**src/rtl/rob_if.sv**
```systemverilog
// Reorder buffer bus bundle: issue, CDB writeback, operand query, commit.
// master drives issue/writeback/query requests; slave is the buffer itself.
interface rob_if #(
    parameter int POS_W = 4
);
    logic             issue;
    logic [4:0]       issue_rd;
    logic [31:0]      issue_pc;
    logic             issue_is_br;
    logic             issue_pred;
    logic [POS_W-1:0] issue_rob_pos;
    logic             full;

    logic             wb_valid;
    logic [POS_W-1:0] wb_rob_pos;
    logic [31:0]      wb_val;
    logic             wb_jump;
    logic [31:0]      wb_target;

    logic [POS_W-1:0] qry1_pos;
    logic [POS_W-1:0] qry2_pos;
    logic             qry1_ready;
    logic             qry2_ready;
    logic [31:0]      qry1_val;
    logic [31:0]      qry2_val;

    logic             commit;
    logic [4:0]       commit_rd;
    logic [31:0]      commit_val;
    logic [POS_W-1:0] commit_rob_pos;
    logic             rollback;
    logic [31:0]      rollback_pc;

    modport master (
        output issue, issue_rd, issue_pc, issue_is_br, issue_pred,
        output wb_valid, wb_rob_pos, wb_val, wb_jump, wb_target,
        output qry1_pos, qry2_pos,
        input  issue_rob_pos, full, qry1_ready, qry2_ready,
        input  qry1_val, qry2_val,
        input  commit, commit_rd, commit_val, commit_rob_pos,
        input  rollback, rollback_pc
    );

    modport slave (
        input  issue, issue_rd, issue_pc, issue_is_br, issue_pred,
        input  wb_valid, wb_rob_pos, wb_val, wb_jump, wb_target,
        input  qry1_pos, qry2_pos,
        output issue_rob_pos, full, qry1_ready, qry2_ready,
        output qry1_val, qry2_val,
        output commit, commit_rd, commit_val, commit_rob_pos,
        output rollback, rollback_pc
    );
endinterface

```
**src/rtl/reorder_buffer.sv**
```systemverilog
// Circular in-order retirement buffer with CDB capture and operand queries.
// Optional: define ROB_CDB_FORWARD_EN to forward a same-cycle CDB result to queries.
module reorder_buffer #(
    parameter int ROB_SIZE = 16,
    parameter int POS_W    = 4
) (
    input logic  clk,
    input logic  rst,
    input logic  rdy,
    rob_if.slave rob
);
    localparam int CNT_W = POS_W + 1;

    typedef struct packed {
        logic        valid;
        logic        ready;
        logic [4:0]  rd;
        logic [31:0] val;
        logic [31:0] pc;
        logic        is_br;
        logic        pred;
        logic        jump;
        logic [31:0] target;
    } entry_t;

    entry_t           entry_q [ROB_SIZE];
    entry_t           entry_d [ROB_SIZE];
    logic [POS_W-1:0] head_q, head_d;
    logic [POS_W-1:0] tail_q, tail_d;
    logic [CNT_W-1:0] count_q, count_d;

    entry_t hd;
    logic   full;
    logic   commit;
    logic   rollback;
    logic   issue_acc;
    logic   wb_acc;
    logic   fwd1, fwd2;

    assign hd        = entry_q[head_q];
    assign full      = (count_q == CNT_W'(ROB_SIZE));
    assign commit    = rdy && hd.valid && hd.ready;
    assign rollback  = commit && hd.is_br && (hd.jump != hd.pred);
    assign issue_acc = rdy && rob.issue && !full && !rollback;
    assign wb_acc    = rdy && rob.wb_valid && entry_q[rob.wb_rob_pos].valid;

`ifdef ROB_CDB_FORWARD_EN
    assign fwd1 = wb_acc && (rob.wb_rob_pos == rob.qry1_pos);
    assign fwd2 = wb_acc && (rob.wb_rob_pos == rob.qry2_pos);
`else
    assign fwd1 = 1'b0;
    assign fwd2 = 1'b0;
`endif

    assign rob.issue_rob_pos  = tail_q;
    assign rob.full           = full;
    assign rob.commit         = commit;
    assign rob.commit_rd      = (commit && !hd.is_br) ? hd.rd : 5'd0;
    assign rob.commit_val     = commit ? hd.val : 32'd0;
    assign rob.commit_rob_pos = commit ? head_q : '0;
    assign rob.rollback       = rollback;
    assign rob.rollback_pc    = !rollback ? 32'd0 :
                                hd.jump ? hd.target : hd.pc + 32'd4;

    // Operand lookup for renamed sources, optionally bypassing the CDB.
    always_comb begin
        rob.qry1_ready = entry_q[rob.qry1_pos].valid && entry_q[rob.qry1_pos].ready;
        rob.qry1_val   = rob.qry1_ready ? entry_q[rob.qry1_pos].val : 32'd0;
        rob.qry2_ready = entry_q[rob.qry2_pos].valid && entry_q[rob.qry2_pos].ready;
        rob.qry2_val   = rob.qry2_ready ? entry_q[rob.qry2_pos].val : 32'd0;
        if (fwd1) begin
            rob.qry1_ready = 1'b1;
            rob.qry1_val   = rob.wb_val;
        end
        if (fwd2) begin
            rob.qry2_ready = 1'b1;
            rob.qry2_val   = rob.wb_val;
        end
    end

    // Next state: a mispredict flush wins over writeback, retire and allocate.
    always_comb begin
        entry_d = entry_q;
        head_d  = head_q;
        tail_d  = tail_q;
        count_d = count_q;
        if (rollback) begin
            for (int i = 0; i < ROB_SIZE; i++) begin
                entry_d[i].valid = 1'b0;
            end
            head_d  = '0;
            tail_d  = '0;
            count_d = '0;
        end else begin
            if (wb_acc) begin
                entry_d[rob.wb_rob_pos].ready  = 1'b1;
                entry_d[rob.wb_rob_pos].val    = rob.wb_val;
                entry_d[rob.wb_rob_pos].jump   = rob.wb_jump;
                entry_d[rob.wb_rob_pos].target = rob.wb_target;
            end
            if (commit) begin
                entry_d[head_q].valid = 1'b0;
                entry_d[head_q].ready = 1'b0;
                head_d = head_q + POS_W'(1);
            end
            if (issue_acc) begin
                entry_d[tail_q].valid  = 1'b1;
                entry_d[tail_q].ready  = 1'b0;
                entry_d[tail_q].rd     = rob.issue_rd;
                entry_d[tail_q].val    = 32'd0;
                entry_d[tail_q].pc     = rob.issue_pc;
                entry_d[tail_q].is_br  = rob.issue_is_br;
                entry_d[tail_q].pred   = rob.issue_pred;
                entry_d[tail_q].jump   = 1'b0;
                entry_d[tail_q].target = 32'd0;
                tail_d = tail_q + POS_W'(1);
            end
            count_d = count_q + CNT_W'(issue_acc) - CNT_W'(commit);
        end
    end

    // State registers; reset empties the buffer regardless of rdy.
    always_ff @(posedge clk) begin
        if (rst) begin
            for (int i = 0; i < ROB_SIZE; i++) begin
                entry_q[i] <= '0;
            end
            head_q  <= '0;
            tail_q  <= '0;
            count_q <= '0;
        end else begin
            entry_q <= entry_d;
            head_q  <= head_d;
            tail_q  <= tail_d;
            count_q <= count_d;
        end
    end
endmodule

```
**src/flat_wrapper.sv**
```systemverilog
// flat-port wrapper written by rule: the top's interface ports become plain ports
module reorder_buffer_flat 
#(
    parameter int ROB_SIZE = 16,
    parameter int POS_W    = 4
)
  (clk, rst, rdy, rob_issue, rob_issue_rd, rob_issue_pc, rob_issue_is_br, rob_issue_pred, rob_wb_valid, rob_wb_rob_pos, rob_wb_val, rob_wb_jump, rob_wb_target, rob_qry1_pos, rob_qry2_pos, rob_issue_rob_pos, rob_full, rob_qry1_ready, rob_qry2_ready, rob_qry1_val, rob_qry2_val, rob_commit, rob_commit_rd, rob_commit_val, rob_commit_rob_pos, rob_rollback, rob_rollback_pc);
  rob_if #(.POS_W(POS_W)) rob_i ();
  input logic clk;
  input logic rst;
  input logic rdy;
  input wire logic [$bits(rob_i.issue)-1:0] rob_issue;
  input wire logic [$bits(rob_i.issue_rd)-1:0] rob_issue_rd;
  input wire logic [$bits(rob_i.issue_pc)-1:0] rob_issue_pc;
  input wire logic [$bits(rob_i.issue_is_br)-1:0] rob_issue_is_br;
  input wire logic [$bits(rob_i.issue_pred)-1:0] rob_issue_pred;
  input wire logic [$bits(rob_i.wb_valid)-1:0] rob_wb_valid;
  input wire logic [$bits(rob_i.wb_rob_pos)-1:0] rob_wb_rob_pos;
  input wire logic [$bits(rob_i.wb_val)-1:0] rob_wb_val;
  input wire logic [$bits(rob_i.wb_jump)-1:0] rob_wb_jump;
  input wire logic [$bits(rob_i.wb_target)-1:0] rob_wb_target;
  input wire logic [$bits(rob_i.qry1_pos)-1:0] rob_qry1_pos;
  input wire logic [$bits(rob_i.qry2_pos)-1:0] rob_qry2_pos;
  output wire logic [$bits(rob_i.issue_rob_pos)-1:0] rob_issue_rob_pos;
  output wire logic [$bits(rob_i.full)-1:0] rob_full;
  output wire logic [$bits(rob_i.qry1_ready)-1:0] rob_qry1_ready;
  output wire logic [$bits(rob_i.qry2_ready)-1:0] rob_qry2_ready;
  output wire logic [$bits(rob_i.qry1_val)-1:0] rob_qry1_val;
  output wire logic [$bits(rob_i.qry2_val)-1:0] rob_qry2_val;
  output wire logic [$bits(rob_i.commit)-1:0] rob_commit;
  output wire logic [$bits(rob_i.commit_rd)-1:0] rob_commit_rd;
  output wire logic [$bits(rob_i.commit_val)-1:0] rob_commit_val;
  output wire logic [$bits(rob_i.commit_rob_pos)-1:0] rob_commit_rob_pos;
  output wire logic [$bits(rob_i.rollback)-1:0] rob_rollback;
  output wire logic [$bits(rob_i.rollback_pc)-1:0] rob_rollback_pc;
  assign rob_i.issue = rob_issue;
  assign rob_i.issue_rd = rob_issue_rd;
  assign rob_i.issue_pc = rob_issue_pc;
  assign rob_i.issue_is_br = rob_issue_is_br;
  assign rob_i.issue_pred = rob_issue_pred;
  assign rob_i.wb_valid = rob_wb_valid;
  assign rob_i.wb_rob_pos = rob_wb_rob_pos;
  assign rob_i.wb_val = rob_wb_val;
  assign rob_i.wb_jump = rob_wb_jump;
  assign rob_i.wb_target = rob_wb_target;
  assign rob_i.qry1_pos = rob_qry1_pos;
  assign rob_i.qry2_pos = rob_qry2_pos;
  assign rob_issue_rob_pos = rob_i.issue_rob_pos;
  assign rob_full = rob_i.full;
  assign rob_qry1_ready = rob_i.qry1_ready;
  assign rob_qry2_ready = rob_i.qry2_ready;
  assign rob_qry1_val = rob_i.qry1_val;
  assign rob_qry2_val = rob_i.qry2_val;
  assign rob_commit = rob_i.commit;
  assign rob_commit_rd = rob_i.commit_rd;
  assign rob_commit_val = rob_i.commit_val;
  assign rob_commit_rob_pos = rob_i.commit_rob_pos;
  assign rob_rollback = rob_i.rollback;
  assign rob_rollback_pc = rob_i.rollback_pc;
  reorder_buffer #(.ROB_SIZE(ROB_SIZE), .POS_W(POS_W)) u_core (.clk(clk), .rst(rst), .rdy(rdy), .rob(rob_i));
endmodule
```
**config.mk**
```make
export PLATFORM = sky130hd
export DESIGN_NAME = reorder_buffer_flat
export DESIGN_NICKNAME = d
export VERILOG_FILES = /design/src/rtl/rob_if.sv /design/src/rtl/reorder_buffer.sv /design/src/flat_wrapper.sv
export SDC_FILE = /design/constraint.sdc
export NUM_CORES = 2
export LEC_CHECK = 0
export CORE_ASPECT_RATIO = 1.5
export CORE_UTILIZATION = 35
export DETAILED_ROUTE_END_ITERATION = 8
export HOLD_SLACK_MARGIN = 0.12
export SLEW_MARGIN = 20
export SYNTH_ARGS = -nofsm -noshare
export SYNTH_HDL_FRONTEND = slang
export SYNTH_SLANG_ARGS = --single-unit
```
**constraint.sdc**
```tcl
create_clock -name clk -period 5 [get_ports clk]
set_input_delay 1 -clock clk [delete_from_list [all_inputs] [get_ports clk]]
set_output_delay 1 -clock clk [all_outputs]
set_load 0.02 [all_outputs]
```
### Yosys cells after proc, flatten, opt, wreduce, memory -nomap -nowiden

Index checks and enable logic that the tools add are counted.

| word-level totals | value |
|---|---|
| bits in registers | 1,709 |
| input bits | 121 |
| output and inout port bits | 146 |

| cells by class | value |
|---|---|
| add/subtract/negate cells | 5 |
| magnitude comparators | 8 |
| eq/ne operators | 2 |
| multiplexer cells | 69 |
| bitwise gates (word level) | 5 |
| reduce and logical (&&, ||, !) cells | 19 |

Operators with widths:

| cell | count |
|---|---|
| 1696-bit bitwise mux | 15 |
| 1696-bit two-way mux | 5 |
| 106-bit demux with 4-bit select | 15 |
| 106-bit binary-select mux with 4-bit select | 4 |
| 106-bit two-way mux | 10 |
| 105-bit two-way mux | 3 |
| 32-bit two-way mux | 7 |
| 99-bit two-way mux | 2 |
| 104-bit two-way mux | 1 |
| 67-bit two-way mux | 1 |
| 33-bit two-way mux | 2 |
| 35-bit two-way mux | 1 |
| 34-bit two-way mux | 1 |
| 32-bit by 3-bit adder with 32-bit output, second input constant | 1 |
| 5-bit greater-or-equal comparator, second input constant | 5 |
| 4-bit inverter with 5-bit output | 5 |
| 1-bit logical AND | 15 |
| 5-bit by 1-bit less-than comparator with 1-bit output, second input constant | 3 |
| 4-bit by 1-bit adder with 4-bit output, second input constant | 2 |
| 5-bit by 1-bit adder with 5-bit output | 1 |
| 5-bit == test, second input constant | 1 |
| 5-bit two-way mux | 1 |
| 5-bit by 1-bit subtractor with 5-bit output | 1 |
| 4-bit two-way mux | 1 |
| 3 further kinds | 5 |

### Depth between registers and ports, before layout

| logic depth | value |
|---|---|
| word-level depth | 25 |
| gate-level depth with buffers | 22 |

### Worst setup path before layout

No wires, ideal clock.

| path | value |
|---|---|
| path kind | flip-flop to output port |
| start | register u_core.head_q[0] |
| end | output port rob_rollback_pc[31] |
| arrival | 3.557 ns |
| required time | 4.000 ns |
| slack | 0.443 ns |
| cell stages (with the launch flop) | 14 |
| buffers on the path | 8 |
| cell sequence | dfxtp_1 > buf_6 > buf_6 > buf_4 > buf_6 > buf_2 > buf_4 > buf_2 > buf_2 > mux4_2 > mux4_2 > inv_1 > nand4_1 > a31oi_1 |

| between the ends | value |
|---|---|
| word-level cells in the longest chain between the ends | 9 |
| elaborated cells between the ends (all ways) | 12 |

RTL lines:

| item | line | text |
|---|---|---|
| start, declared | reorder_buffer.sv:28 | `logic [POS_W-1:0] head_q, head_d;` |
| start signal, assigned | reorder_buffer.sv:128 | `head_q <= '0;` |
| start signal, assigned | reorder_buffer.sv:133 | `head_q <= head_d;` |
| 4-bit inverter with 5-bit output (not written as such) * | reorder_buffer.sv:40 | `assign hd = entry_q[head_q];` |
| 106-bit binary-select mux with 4-bit select * | reorder_buffer.sv:40 |  |
| 106-bit two-way mux (not written as such) * (2 in series) | reorder_buffer.sv:40 |  |
| branches (longest 4 deep; another with 32-bit by 3-bit adder with 32-bit output) | -- |  |
| 32-bit two-way mux * | reorder_buffer.sv:62 | `assign rob.rollback_pc = !rollback ? 32'd0 :` |
| end, declared | flat_wrapper.sv:35 | `output wire logic [$bits(rob_i.rollback_pc)-1:0] rob_rollback_pc;` |

Every way passes the cells marked *. The select of a mux whose other input is x is not followed.

### Worst setup path after layout

| path | value |
|---|---|
| start | register u_core.head_q[0] |
| end | output port rob_rollback_pc[26] |

The elaborated chain is that of the path after synthesis.

==> results.py <==
metrics = {
    "worst_setup_path": {
        "endpoint_kind": "primary output",
        "startpoint": "u_core.head_q[0]$_SDFFE_PP0N_",
        "required_ns": 4.00,
        "crit_path_max_fanout": 6,
        "r2r_slack_ns": 0.18,
        "reg2reg_to": "u_core.entry_q[100]$_SDFFE_PP0P_",
        "setup.worst_path.start_class": "flip-flop",
        "worst_r2r_startpoint": "u_core.head_q[0]$_SDFFE_PP0N_",
        "critPathKind": "reg2out",
        "reg2reg_depth": 14,
        "worstPathArrival_ns": 4.11,
        "crit_end": "rob_rollback_pc[26]",
    },
    "logic_synthesis": {
        "synthMuxAreaShare_pct": 22.7,
        "synth_top_family_by_area": "multiplexers",
        "synth_fp_nets": 9404,
        "synthFlopType": "dfxtp_1",
        "synth_area_per_cell_um2": 8.96,
        "synth_fa_ha_area_share_pct": 0.250,
        "postSynthCellCount": 9267,
        "async_flop_share_pct": 0,
        "synth_compound_area_share_pct": 13.8,
        "synth_area_um2": 83100,
        "synth_warnings": 0,
        "synth-simple-area-share_pct": 16.5,
        "synth_edf_count": 0,
        "synth_xor_area_share_pct": 0.264,
        "ys_ff_latch": 1709,
        "seq_area_frac_synth_pct": 41.2,
        "netlist-cell-type-count": 59,
    },
    "pwr": {
        "p_sw_share_pct": 24.4,
        "pwr-share-seq_pct": 45.7,
        "leakage_nw": 30.0,
        "switchingPower_mw": 7.31,
        "cellInternalPower_mw": 22.7,
        "pwr-share-clk_pct": 48.3,
        "combinationalPowerShare_pct": 6.0,
        "p_per_area_nw_per_um2": 308,
        "ir_drop_mv": 0.308,
    },
    "detailed_routing": {
        "vias": 76800,
        "drt-wirelength-per-cell_um": 29.7,
        "ant_nets": 0,
        "drc_errors": 0,
        "postRouteWirelength_um": 364000,
        "drtPass1Iterations": 7,
        "drt-initial-drc-count": 10200,
        "via_per_inst": 6.27,
    },
    "sta": {
        "rsz0062_at_grt": "true",
        "worst_slack_ns": -0.108,
        "fmax_mhz": 196,
        "finClkSkew_ns": 0.0711,
        "setup-tns-final_ns": -0.190,
        "finalSetupViolations": 5,
        "hold_violations": 0,
        "timing.hold.ws_ns": 0.450,
        "slew_headroom_pct": 21.2,
        "timing.final.crit_share_pct": 102,
        "min_period_ns": 5.11,
        "worstMarginPinSlew_ns": 1.18,
        "drv_slew": 0,
    },
    "final_layout": {
        "fin_util_pct": 41.4,
        "layout-drive-gt1-share_pct": 18.8,
        "areaGrowthSynthToFinish_pct": 17.3,
        "layout.nets": 9155,
        "layout_common_cells": "nand2_1, dfxtp_1, a21oi_1, mux4_2",
        "stdcell_area_um2": 97500,
        "layout_commonest_cell": "nand2_1",
    },
    "die": {
        "die_area_um2": 239000,
        "row_count": 218,
        "core_um2": 235000,
        "ioPinCount": 267,
        "die_width_um": 400,
        "die_h_um": 599,
        "initial_core_util_pct": 35.3,
    },
    "run_status": {
        "outcome": "finished with violations",
        "violations": "negative setup slack",
    },
    "clock_network": {
        "cts-buffers-inserted": 181,
        "cts.path.max_buffers": 4,
        "clk_pin_slew_ns": 0.07,
        "cts_tree": "yes",
        "htree_num_levels": 4,
        "cts.sink_count": 1709,
        "ctsHoldBuffers": 0,
        "insertion_delay_ns": 0.87,
        "ctsRootBufferMaster": "clkbuf_16",
    },
    "global_route": {
        "overflow": 0,
        "antenna_found_initial": 58,
        "grt_max_degree": 184,
        "globalRouteTotalUtil_pct": 29.4,
        "grt_pass1_wl_um": 518000,
        "grt_pass1_vias": 75000,
    },
    "placed_design": {
        "port_buffers": 266,
        "post_dp_cell_area_um2": 89300,
        "place_congestion": 0.919,
        "place_hpwl_um": 199000,
    },
    "job": {
        "maxCapViolations": 0,
    },
    "min_path": {
        "worstHoldPathType": "reg2reg",
    },
}
## power groups by stage
stage	Combinational [mW]	Sequential [mW]	Clock [mW]
floorplan	0.924	14.0	0
global placement	1.67	14.0	0
detailed placement	1.68	14.0	0
CTS	1.70	13.7	14.5
global route	1.80	13.7	15.1
finish	1.79	13.7	14.5
## synth_stat cells, drive strengths merged, types with 3 or more instances
library cell	n	area [µm²]
a2111oi	4	60.1
a211oi	12	108
a21boi	3	22.5
a21o	21	158
a21oi	1719	8620
a22oi	50	375
a31oi	5	31.3
and2	38	238
and3	5	31.3
and4	3	26.3
buf	323	1620
clkbuf	732	2750
clkinv	3	11.3
dfxtp	1709	34200
ha	15	188
inv	21	78.8
mux2i	7	70.1
mux4	832	18700
nand2	2760	10400
nand2b	22	138
nand3	358	1790
nand4	20	125
nor2	68	255
nor2b	74	463
nor3	20	100
nor3b	3	22.5
nor4	7	43.8
o2111ai	3	26.3
o211ai	3	22.5
o21ai	363	1820
o32ai	11	96.3
or3	3	18.8
or4	3	22.5
xnor2	17	149
xor2	8	70.1
## per-stage QoR
| step | cells | worst slack, ns | total power [mW] |
|---|---|---|---|
| final | 12300 | -0.108 | 30.0 |
| after global routing | 12200 | -0.132 | 30.6 |
| after CTS | 12200 | -0.0863 | 29.9 |
| after detailed placement | 11800 | -0.186 | 15.7 |
| after global placement | 11800 | -0.279 | 15.7 |
| after floorplan | 9267 | 0.443 | 14.9 |
## repair_timing
item | 4_1_cts | 5_1_grt
gates resized for setup | 135 | 68
buffers inserted | 25 | 29
pin swaps | 26 | 33
endpoints found under the setup margin | 69 | 62
gates cloned | 17 | 5
## critical path, cell delays in order, from the launching register on
cell and delay (ns):
dfxtp_4 0.36, buf_12 0.15, buf_12 0.14, buf_16 0.15
mux4_2 0.35, a22oi_2 0.07, nand2_1 0.10, nand4_1 0.29
buf_4 0.26, or4_4 0.57, or4_4 0.45, a31oi_4 0.24
buf_6 0.15
## metal layers
metal	global-route usage [%]	up-vias	share of wire, %
li1	-	31900	-
met1	33.9	37500	34
met2	47.2	5635	46
met3	8.41	1662	12
met4	19.7	62	7.2
met5	0	-	0.11
## kinds of logic after synthesis
family,Yosys count
AND/OR/NAND/NOR,3389
AO/OA/AOI/OAI,2209
flip-flops,1709
buffers and inverters,1079
multiplexers,840
XOR/XNOR,25
adder cells (fa/ha/maj),16
## registers in the layout, summed over array words and instances, names as in the netlist
signal,flops
u_core.count_q,5
u_core.head_q,4
u_core.rob.issue_rob_pos,4
u_core.entry_q,1696
## cell type report
cell class,instances,area [µm²]
clock buffers,254,5300
multi-input cells,6480,45500
flip-flops and latches,1709,34200
fillers,22500,138000
inverters,24,121
diodes,22,55.1
clock inverters,69,947
well taps,3080,3850
repair buffers,622,7420
## worst min path at each step
| stage | startpoint | end | depth (start not counted) |
|---|---|---|---|
| after detailed placement | u_core.entry_q[443]$_SDFFE_PP0N_ | u_core.entry_q[443]$_SDFFE_PP0N_ | 2 |
| after global routing | u_core.entry_q[869]$_SDFFE_PP0N_ | u_core.entry_q[869]$_SDFFE_PP0N_ | 2 |
| after global placement | u_core.entry_q[1593]$_SDFFE_PP0N_ | u_core.entry_q[1593]$_SDFFE_PP0N_ | 2 |
| final | u_core.entry_q[860]$_SDFFE_PP0N_ | u_core.entry_q[860]$_SDFFE_PP0N_ | 2 |
| after floorplan | u_core.entry_q[424]$_SDFFE_PP0N_ | u_core.entry_q[424]$_SDFFE_PP0N_ | 2 |
| after CTS | u_core.entry_q[443]$_SDFFE_PP0N_ | u_core.entry_q[443]$_SDFFE_PP0N_ | 2 |
No activity file was read; power rests on OpenSTA's default activity.
